<file path="config.mk">
export PLATFORM = sky130hd
export DESIGN_NAME = c_split_1ton
export DESIGN_NICKNAME = d
export VERILOG_FILES = /design/src/rtl/c_split_1ton_pkg.sv /design/src/rtl/c_split_1ton.sv
export SDC_FILE = /design/constraint.sdc
export NUM_CORES = 1
export LEC_CHECK = 0
export CAP_MARGIN = 30
export CELL_PAD_IN_SITES_DETAIL_PLACEMENT = 1
export CELL_PAD_IN_SITES_GLOBAL_PLACEMENT = 1
export CORE_MARGIN = 5
export CORE_UTILIZATION = 38
export CTS_CLUSTER_DIAMETER = 60
export DETAILED_ROUTE_END_ITERATION = 12
export PLACE_DENSITY = 0.84
export SETUP_SLACK_MARGIN = 0.5
export SLEW_MARGIN = 25
export SYNTH_ARGS = -nofsm -noshare
export SYNTH_HDL_FRONTEND = slang
export SYNTH_SLANG_ARGS = --single-unit
</file>
<file path="constraint.sdc">
create_clock -name clk -period 2.5 [get_ports clk]
set_input_delay 0.375 -clock clk [delete_from_list [all_inputs] [get_ports clk]]
set_output_delay 0.375 -clock clk [all_outputs]
set_load 0.02 [all_outputs]
</file>
<file path="src/rtl/c_split_1ton_pkg.sv">
`default_nettype none
// ============================================================================
// Module      : c_split_1ton_pkg
// Description : Shared state encodings and log2 helper for the 1-to-N splitter.
// Revision    : 1.0 - initial release
// ============================================================================
package c_split_1ton_pkg;

  typedef enum logic [1:0] {
    ST_IDLE  = 2'd0,
    ST_SPLIT = 2'd1,
    ST_HOLD  = 2'd2
  } state_e;

  // Ceiling log2; clogb(1) == 0, so a single-port splitter adds no carry bits.
  function automatic int clogb(input int n);
    int r;
    r = 0;
    while ((1 << r) < n) r++;
    return r;
  endfunction

endpackage
`default_nettype wire

</file>
<file path="src/rtl/c_split_1ton.sv">
`default_nettype none
// ============================================================================
// Module      : c_split_1ton
// Description : Greedy sequential splitter of one wide total into num_ports
//               saturating addends, one slot per cycle, with output hold.
// Revision    : 1.0 - initial release
// ============================================================================
module c_split_1ton
  import c_split_1ton_pkg::*;
#(
  parameter int num_ports = 4,
  parameter int width     = 8
) (
  input  logic                                 clk,
  input  logic                                 reset,
  input  logic                                 in_valid,
  output logic                                 in_ready,
  input  logic [clogb(num_ports)+width-1:0]    data_in,
  output logic                                 out_valid,
  input  logic                                 out_ready,
  output logic [num_ports*width-1:0]           data_out,
  output logic                                 overflow
);

  localparam int c_in_w  = clogb(num_ports) + width;
  localparam int c_idx_w = (clogb(num_ports) > 1) ? clogb(num_ports) : 1;
  localparam logic [c_idx_w-1:0] c_last_idx  = c_idx_w'(num_ports - 1);
  localparam logic [c_in_w-1:0]  c_max_chunk = c_in_w'((64'd1 << width) - 64'd1);

  state_e                   state_q, state_d;
  logic [c_in_w-1:0]        rem_q, rem_d;
  logic [c_idx_w-1:0]       idx_q, idx_d;
  logic [num_ports*width-1:0] data_q, data_d;
  logic                     ovf_q, ovf_d;

  logic                     w_sat;
  logic [c_in_w-1:0]        w_chunk;
  logic [width-1:0]         w_chunk_lo;
  logic [c_in_w-1:0]        w_rem_rest;

  // Single comparator drives both the full-width subtrahend and the slot value.
  assign w_sat      = (rem_q > c_max_chunk);
  assign w_chunk    = w_sat ? c_max_chunk : rem_q;
  assign w_chunk_lo = w_sat ? {width{1'b1}} : rem_q[width-1:0];
  assign w_rem_rest = rem_q - w_chunk;

  always_ff @(posedge clk or posedge reset) begin
    if (reset) begin
      state_q <= ST_IDLE;
      rem_q   <= '0;
      idx_q   <= '0;
      data_q  <= '0;
      ovf_q   <= 1'b0;
    end else begin
      state_q <= state_d;
      rem_q   <= rem_d;
      idx_q   <= idx_d;
      data_q  <= data_d;
      ovf_q   <= ovf_d;
    end
  end

  always_comb begin
    state_d = state_q;
    rem_d   = rem_q;
    idx_d   = idx_q;
    data_d  = data_q;
    ovf_d   = ovf_q;
    case (state_q)
      ST_IDLE: begin
        if (in_valid) begin
          rem_d   = data_in;
          idx_d   = '0;
          data_d  = '0;
          ovf_d   = 1'b0;
          state_d = ST_SPLIT;
        end
      end
      ST_SPLIT: begin
        data_d[int'(idx_q)*width +: width] = w_chunk_lo;
        rem_d = w_rem_rest;
        if (idx_q == c_last_idx) begin
          // Any residue left after the last slot is dropped and flagged.
          ovf_d   = (w_rem_rest != '0);
          idx_d   = '0;
          state_d = ST_HOLD;
        end else begin
          idx_d = idx_q + c_idx_w'(1);
        end
      end
      ST_HOLD: begin
        if (out_ready) state_d = ST_IDLE;
      end
      default: state_d = ST_IDLE;
    endcase
  end

  assign in_ready  = (state_q == ST_IDLE);
  assign out_valid = (state_q == ST_HOLD);
  assign data_out  = data_q;
  assign overflow  = ovf_q;

endmodule
`default_nettype wire

</file>
# Word-level counts from Yosys, hierarchy flattened
# Cells that the tools add are included.
word_totals:
  ff_bits: 47
  output_inout_bits: 35
  word_cells: 40
classes:
  n_addsub: 3
  magnitude_cmp: 1
  eq_ne: 6
  shifts: 2
  muxes: 17
  reduce_logical: 6
ops:
  columns: ["op", "count"]
  rows:
  - ["32-bit one-hot mux with 2 select lines", 1]
  - ["5-bit negator with 33-bit output", 1]
  - ["8-bit by 33-bit variable shift with 32-bit output, first input constant", 1]
  - ["8-bit by 33-bit variable part select with 32-bit output", 1]
  - ["32-bit bitwise mux", 1]
  - ["32-bit 2-to-1 mux", 1]
  - ["10-bit 2-to-1 mux", 2]
  - ["10-bit one-hot mux with 2 select lines", 1]
  - ["10-bit by 8-bit > comparator with 1-bit output, second input constant", 1]
  - ["2-bit 2-to-1 mux", 5]
  - ["10-bit nonzero test", 1]
  - ["10-bit subtractor", 1]
  - ["8-bit 2-to-1 mux", 1]
  - ["2-bit one-hot mux with 3 select lines", 1]
  - ["3-bit AND reduction", 2]
  - ["2-bit equality test, second input constant", 2]
  - ["2-bit != test, second input constant", 2]
  - ["2-bit one-hot mux with 2 select lines", 1]
  - ["2-bit by 1-bit adder with 2-bit output, second input constant", 1]
  - ["2-bit by 1-bit equality test with 1-bit output, second input constant", 1]
  - ["2-bit logical NOT", 1]
  - ["1-bit 2-to-1 mux", 2]
  - ["2-bit by 1-bit != test with 1-bit output, second input constant", 1]
  - ["1-bit one-hot mux with 2 select lines", 1]
  - ["other kinds (2)", 2]

# Longest topological paths before layout
# Gate-level depths: netlist of the first run.
depth:
  depth_word: 6
  depth_mapped: 10
  mapped_depth_nobuf: 7

# Least setup slack after synthesis of the first run
# No wires, ideal clock.
synth_path:
  path_kind: "reg2reg"
  from: "register rem_q[8]"
  to: "register rem_q[6]"
  setup_time_ns: 0.138
  arrival_time_ns: 2.091
  slack_ns: 0.271
  stages_incl_launch_ff: 11
  n_path_buf: 3
  cell_sequence: "dfrtp_1 > or2_2 > clkbuf_1 > buf_2 > nand2b_1 > ha_1 > clkbuf_1 > nor2_1 > a311o_1 > nand3_1 > o211ai_1"
synth_between:
  elab_chain_cells: 4
synth_lines:
  columns: ["item", "line_no", "rtl"]
  rows:
  - ["from (decl)", "c_split_1ton.sv:31", "logic [c_in_w-1:0] rem_q, rem_d;"]
  - ["from (signal assigned)", "c_split_1ton.sv:56", "rem_q <= rem_d;"]
  - ["10-bit by 8-bit > comparator with 1-bit output", "c_split_1ton.sv:42", "assign w_sat = (rem_q > c_max_chunk);"]
  - ["10-bit 2-to-1 mux", "c_split_1ton.sv:43", "assign w_chunk = w_sat ? c_max_chunk : rem_q;"]
  - ["10-bit subtractor", "c_split_1ton.sv:45", "assign w_rem_rest = rem_q - w_chunk;"]
  - ["10-bit one-hot mux with 2 select lines", "c_split_1ton.sv:69", "case (state_q)"]
# Every way passes these cells.
# A chain may end at the register's enable or synchronous reset.

# Final worst setup path of the first run
layout_path:
  from: "register rem_q[8]"
  to: "register ovf_q (netlist: overflow)"
layout_between:
  elab_chain_cells: 6
layout_lines:
  columns: ["item", "line_no", "rtl"]
  rows:
  - ["10-bit by 8-bit > comparator with 1-bit output", "c_split_1ton.sv:42", null]
  - ["10-bit 2-to-1 mux", "c_split_1ton.sv:43", null]
  - ["10-bit subtractor *", "c_split_1ton.sv:45", null]
  - ["10-bit nonzero test *", "c_split_1ton.sv:84", "ovf_d = (w_rem_rest != '0);"]
  - ["1-bit 2-to-1 mux *", "c_split_1ton.sv:82", "if (idx_q == c_last_idx) begin"]
  - ["1-bit one-hot mux with 2 select lines *", "c_split_1ton.sv:69", null]
  - ["to (signal assigned)", "c_split_1ton.sv:59", "ovf_q <= ovf_d;"]
  - ["to (decl)", "c_split_1ton.sv:34", "logic ovf_q, ovf_d;"]
# Mark *: on every way between the ends. The rest lies on a longest branch, timed or not. The select of a mux whose other input is x is not followed.

==> impl_metrics.yaml, run 1 <==
critical_path:
  cp_max_fo: 9
  critPathLaunchType: "flop"
  cp_num_buf_inv: 0
  path_cells: "or2_4, nand2b_1, ha_4, a21oi_2, a2111oi_4, and4bb_1, a311oi_2"
  cpLargestDelayFamily: "simple AND/OR/NAND/NOR gates"
  cp_slowest_cell: "dfrtp_2"
  critPathArrivalTime_ns: 2.07
  r2r_setup_slack_ns: 0.62
  r2r-end: "overflow"
  max_stage_delay_ns: 0.47
  worst-setup-path-type: "reg -> reg"
  cp-end-kind: "flop"
  reg2regPathDepth: 7
  r2r-start: "rem_q[8]"
  cp-startpoint: "rem_q[8]"
  required_ns: 2.69
place:
  hpwl_um: 4790
  port_buffers: 48
  place_congestion: 0.872
clock_network:
  htree_levels: 2
  worstSkewPairLatency_ns: 0.31
  cts_made_buffers: 5
  root_buffer: "clkbuf_8"
  clk_pin_slew_ns: 0.09
  hold_buffers: 0
  cts.sink_count: 47
  cts_tree: "done"
  clock_path_buffers: 2
pwr:
  p_comb_share_pct: 56.2
  ir_drop_uv: 651
  p_leak_nw: 1.31
  p_clk_share_pct: 11.1
  cell_internal_pwr_w: 0.00236
  p_per_area_nw_per_um2: 1420
  p_sw_share_pct: 45.3
  power_w: 0.00431
  seqPwrFrac_pct: 32.7
  power.switching_w: 0.00195
floorplan:
  die-area_sq_um: 7870
  row_count: 28
  die_x_um: 88.7
  core_sq_um: 5990
  fp.dieH_um: 88.7
  ioPinCount: 49
  start_util_pct: 39.3
drt:
  drtIter0Drc: 110
  routedWlPerCell_um: 16.9
  firstDrtPassIters: 4
  via_per_inst: 5.37
  drt_wl_total_um: 6470
  vias: 2051
  drc: 0
  ant_nets: 0
global_route:
  grt_util_all_layers_pct: 18.0
  overflow: 0
  grt_pass1_vias: 2173
  antenna_found_initial: 0
  grt_pass1_wl_um: 10900
  grt_max_degree: 48
min_path:
  whs_path_depth: 2
  hp-class: "reg -> reg"
  whs_endpoint: "data_out[26]"
  min_from: "data_out[26]"
flow_run:
  max-cap-violations: 0
synth:
  synth.top_cell.area_share_pct: 49.9
  netlist_instances: 256
  synth_cell_type_count: 43
  synth.top_cells.by_area: "dfrtp_1 (50%), o21ai_0 (8.9%), nand2_1 (8.6%)"
  avgSynthCellArea_sq_um: 9.20
  yosys_warnings: 0
  synth_top_cell_by_area: "dfrtp_1"
  syn-num-nets: 275
  synth_seq_area_share_pct: 49.9
  syn_area_sq_um: 2360
  synth_seq_cells: 47
timing:
  drv_slew: 0
  fin_worst_hold_slack_ns: 0.493
  tns_ns: 0
  period_needed_ns: 1.88
  timing.slew.headroom_pct: 60.2
  rsz0062_at_grt: "no"
  finalHoldViolCount: 0
  period_share_pct: 75.3
  worstMarginPinSlew_ns: 0.597
  finClkSkew_ns: 0.0132
  max_freq_mhz: 531
  setup_viol: 0
final_layout:
  syn2layout_area_growth_pct: 28.8
  nFillCells: 695
  drive_gt1_share_pct: 10.7
  fin_nets: 325
  antennaDiodeCount: 0
outcome:
  status: "completed"
==> flip-flops by register name (all words and copies together), names as in the netlist <==
register,cells
overflow,1
state_q,2
rem_q,10
idx_q,2
data_out,32
==> timing repair <==
item | 4_1_cts | 5_1_grt
gates resized for setup | 4 | 3
endpoints found under the setup margin | 3 | 2
setup buffers | 0 | 4
pin swaps | 0 | 2
==> worst max path at each step <==
stage               end  slack (ns)  depth (start not counted)
2_1_floorplan  overflow        0.52                          9
3_3_place_gp   overflow        0.40                          6
3_5_place_dp   overflow        0.35                          6
4_1_cts        overflow        0.51                          7
5_1_grt        overflow        0.52                          6
6_report       overflow        0.62                          7
==> worst reg2reg max path, cell delays in order (launching register included) <==
cell       delay, ns
dfrtp_2         0.47
or2_4           0.29
nand2b_1        0.12
ha_4            0.20
a21oi_2         0.06
a2111oi_4       0.31
and4bb_1        0.24
a311oi_2        0.08
==> synth_stat cells, drive strengths merged <==
cell	count
a2111oi	1
a21bo	1
a21o	2
a21oi	11
a22o	2
a2bb2oi	1
a311o	1
a311oi	1
a31o	1
a31oi	1
a32o	1
a32oi	2
and2	1
and3	2
and3b	3
and4	1
and4bb	1
buf	5
clkbuf	9
dfrtp	47
ha	5
inv	7
mux2	1
mux2i	1
nand2	56
nand2b	3
nand3	7
nand3b	2
nand4	2
nor2	16
nor2b	6
o2111a	1
o211ai	2
o21a	1
o21ai	42
o22ai	2
o2bb2a	1
or2	1
or3	2
xnor2	3
xor2	1
==> metal layers <==
layer | global-route usage, % | up-vias | wire (um)
li1 | - | 985 | -
met3 | 2.42 | 14 | 267
met2 | 30.4 | 49 | 3190
met1 | 23.6 | 1003 | 2870
met5 | 0 | - | 0
met4 | 6.87 | 0 | 141
==> final cells by class <==
| type | instances | area, sq um | area share [%] |
|---|---|---|---|
| clock inverter | 3 | 22.5 | 0.742 |
| inverter | 7 | 26.3 | 0.866 |
| timing repair buffer | 57 | 546 | 18.0 |
| multi-input combinational | 188 | 1100 | 36.2 |
| clock buffer | 5 | 68.8 | 2.27 |
| tap | 75 | 93.8 | 3.09 |
| sequential | 47 | 1180 | 38.8 |
==> power by group through the flow <==
stage | Clock [W] | Combinational, W | Sequential (W)
2_1_floorplan | 0 | 0.00138 | 0.00156
5_1_grt | 0.000522 | 0.00266 | 0.00147
6_report | 0.000478 | 0.00242 | 0.00141
3_3_place_gp | 0 | 0.00224 | 0.00140
4_1_cts | 0.000487 | 0.00236 | 0.00141
3_5_place_dp | 0 | 0.00232 | 0.00142
==> cell usage in the layout, fill, tap and decap left out, types with 2 or more instances in the layout <==
cell	synthesis	routed
a21o_1	2	2
nand2b_1	3	2
nor2b_1	6	6
nand2_1	54	54
o211ai_1	2	2
a22o_1	2	2
clkbuf_8	0	5
a21oi_1	11	10
o22ai_1	2	2
inv_1	7	6
a32oi_1	2	2
nand3b_1	2	2
nand3_1	7	7
xnor2_1	3	3
and3_1	2	2
nand4_1	2	2
nand2_2	2	2
buf_4	0	9
dfrtp_1	47	45
o21ai_0	42	42
dlygate4sd2_1	0	2
nor2_1	16	16
ha_1	5	3
dfrtp_2	0	2
and3b_1	3	3
clkdlybuf4s50_1	0	46
or3_1	2	2
==> per-stage QoR <==
stage | cells | setup WS, ns | cell area [sq um] | utilization [%]
4_1_cts | 378 | 0.510 | 2990 | 50.0
6_report | 382 | 0.618 | 3030 | 50.6
3_5_place_dp | 370 | 0.353 | 2890 | 48.3
2_1_floorplan | 256 | 0.525 | 2390 | -
3_3_place_gp | 370 | 0.404 | 2890 | 48.3
5_1_grt | 382 | 0.521 | 3030 | 50.6
==> logic make-up (layout without fill, tap and decap cells) <==
logic type,Yosys count,after routing,synth area share (%)
AOI/OAI and AO/OA,74,74,19.9
adders and majority gates,5,5,2.66
muxes,2,2,0.903
xor gates and xnor gates,4,4,1.49
buffers and inverters,21,72,4.67
and+or+nand+nor,103,103,20.4
DFF,47,47,49.9
No activity file was read; power rests on OpenSTA's default activity.
==> run 2: changes to the inputs <==
clock period = 1.9 ns   (was 2.5 ns; I/O delays follow)
==> run 2 against run 1 <==
Net effect: cell area increased by 19%; non-clock buffer count increased by 40; hold slack got worse by 0.20 ns; combinational power increased by 94%; fmax increased by 6.3%; register-to-register slack got worse by 0.49 ns.
==> impl_metrics.yaml, run 2 (synthesized netlist as in run 1, its figures left out) <==
timing:
  setup_viol: 0
  worst_slack_ns: 0.130
  timing.slew.headroom_pct: 71.0
  drv_slew: 0
  finalHoldViolCount: 0
  finClkSkew_ns: 0.0177
  period_needed_ns: 1.77
  rsz0062_at_grt: "yes"
  tns_ns: 0
  max_freq_mhz: 565
  worstMarginPinSlew_ns: 0.436
  period_share_pct: 93.2
global_route:
  grt_pass1_wl_um: 13400
  grt_max_degree: 21
  top_usage_layer: "met2"
  grt_pass1_vias: 2584
  antenna_found_initial: 0
  grt_util_met1_pct: 27.3
  met3_usage_pct: 4.47
  met2_usage_pct: 40.3
  grt_util_all_layers_pct: 22.3
  overflow: 0
final_layout:
  drive_gt1_share_pct: 35.7
  fin_nets: 365
  final_common_cell: "nand2_1"
  antennaDiodeCount: 0
  final_area_sq_um: 3610
  largest_reg_flops: 32
  final_cell_mix: "nand2_1 (50), dfrtp_1 (43), buf_4 (38)"
  syn2layout_area_growth_pct: 53.4
place:
  pre_cts_ws_ns: 0.00904
  hpwl_um: 5230
  place_area_sq_um: 3060
  port_buffers: 48
  place_congestion: 0.815
critical_path:
  worst-setup-path-type: "reg -> reg"
  cp_max_fo: 6
  r2r-end: "rem_q[4]"
  critPathLaunchType: "flop"
  cp-end-kind: "flop"
  required_ns: 2.15
  reg2regPathDepth: 8
  r2r-start: "rem_q[9]"
  critPathArrivalTime_ns: 2.02
  r2r_setup_slack_ns: 0.13
  cp_slowest_cell: "dfrtp_1"
  max_stage_delay_ns: 0.40
  path_cells: "or2_4, nand2b_4, ha_4, buf_6, mux2i_1, o211ai_1, a21oi_2, a21o_1"
pwr:
  power_w: 0.00725
  ir_drop_uv: 982
  p_leak_nw: 1.73
  p_per_area_nw_per_um2: 2010
floorplan:
  ioPinCount: 49
  start_util_pct: 39.3
  row_count: 28
  die-area_sq_um: 7870
  fp.dieH_um: 88.7
  die_x_um: 88.7
  core_sq_um: 5990
clock_network:
  htree_levels: 2
  root_buffer: "clkbuf_8"
  worstSkewPairLatency_ns: 0.31
  cts.sink_count: 47
  cts_made_buffers: 5
  hold_buffers: 0
  clock_path_buffers: 2
  cts_tree: "done"
  clk_pin_slew_ns: 0.11
drt:
  via_per_inst: 5.70
  drtIter0Drc: 185
  vias: 2404
  routedWlPerCell_um: 21.3
  ant_nets: 0
  firstDrtPassIters: 4
  drt_wl_total_um: 8980
  drc: 0
flow_run:
  max-cap-violations: 0
min_path:
  hp-class: "in -> async"
outcome:
  status: "completed"
==> run 2: worst max-delay path by stage <==
stage	start	depth (start not counted)	slack, ns	endpoint
after global routing	rem_q[9]	8	0.06	rem_q[4]
final	rem_q[9]	8	0.13	rem_q[4]
after CTS	rem_q[8]	8	0.19	rem_q[4]
after floorplan	rem_q[8]	8	0.02	overflow
after global placement	in_valid	6	0.08	overflow
after detailed placement	in_valid	6	0.009	overflow
==> run 2: cell type report <==
type	count	area, sq um
fill	695	2380
multi-input combinational	188	1340
sequential	47	1180
timing repair buffer	97	850
tap	75	93.8
clock buffer	5	68.8
clock inverter	3	46.3
inverter	7	32.5
==> run 2: repair_timing <==
action,4_1_cts,5_1_grt
pin swaps,18,24
resized for setup,95,43
setup endpoints to repair,81,48
buffers inserted,23,5
cloned,0,0
hold endpoints to repair,0,0
==> run 2: critical path: cells and delay by family (launching register included) <==
family                     cells  cell delay [ns]
and+or+nand+nor                2             0.38
AOI/OAI and AO/OA              3             0.40
muxes                          1             0.22
DFF                            1             0.40
buffers and inverters          1             0.13
adders and majority gates      1             0.18
==> run 2: metrics by stage <==
stage	hold WS, ns	instances	util (%)
global route	0.308	422	60.3
CTS	0.305	417	57.7
global placement	0.464	386	51.0
detailed placement	0.473	386	51.0
finish	0.294	422	60.3
floorplan	0.308	256	-
==> run 2: power breakdown <==
group / internal, W / switching (W) / leakage (nW)
sequential: 0.00143 / 0.000341 / 0.618
clock: 0.000397 / 0.000389 / 0.0548
combinational: 0.00206 / 0.00264 / 1.06
==> run 2: routing by layer <==
| metal | vias up | routed length (um) | part of all wire (%) |
|---|---|---|---|
| met4 | 0 | 258 | 2.9 |
| met3 | 31 | 488 | 5.4 |
| met2 | 105 | 4610 | 51 |
| met5 | - | 0 | 0 |
| met1 | 1202 | 3620 | 40 |
| li1 | 1066 | - | - |
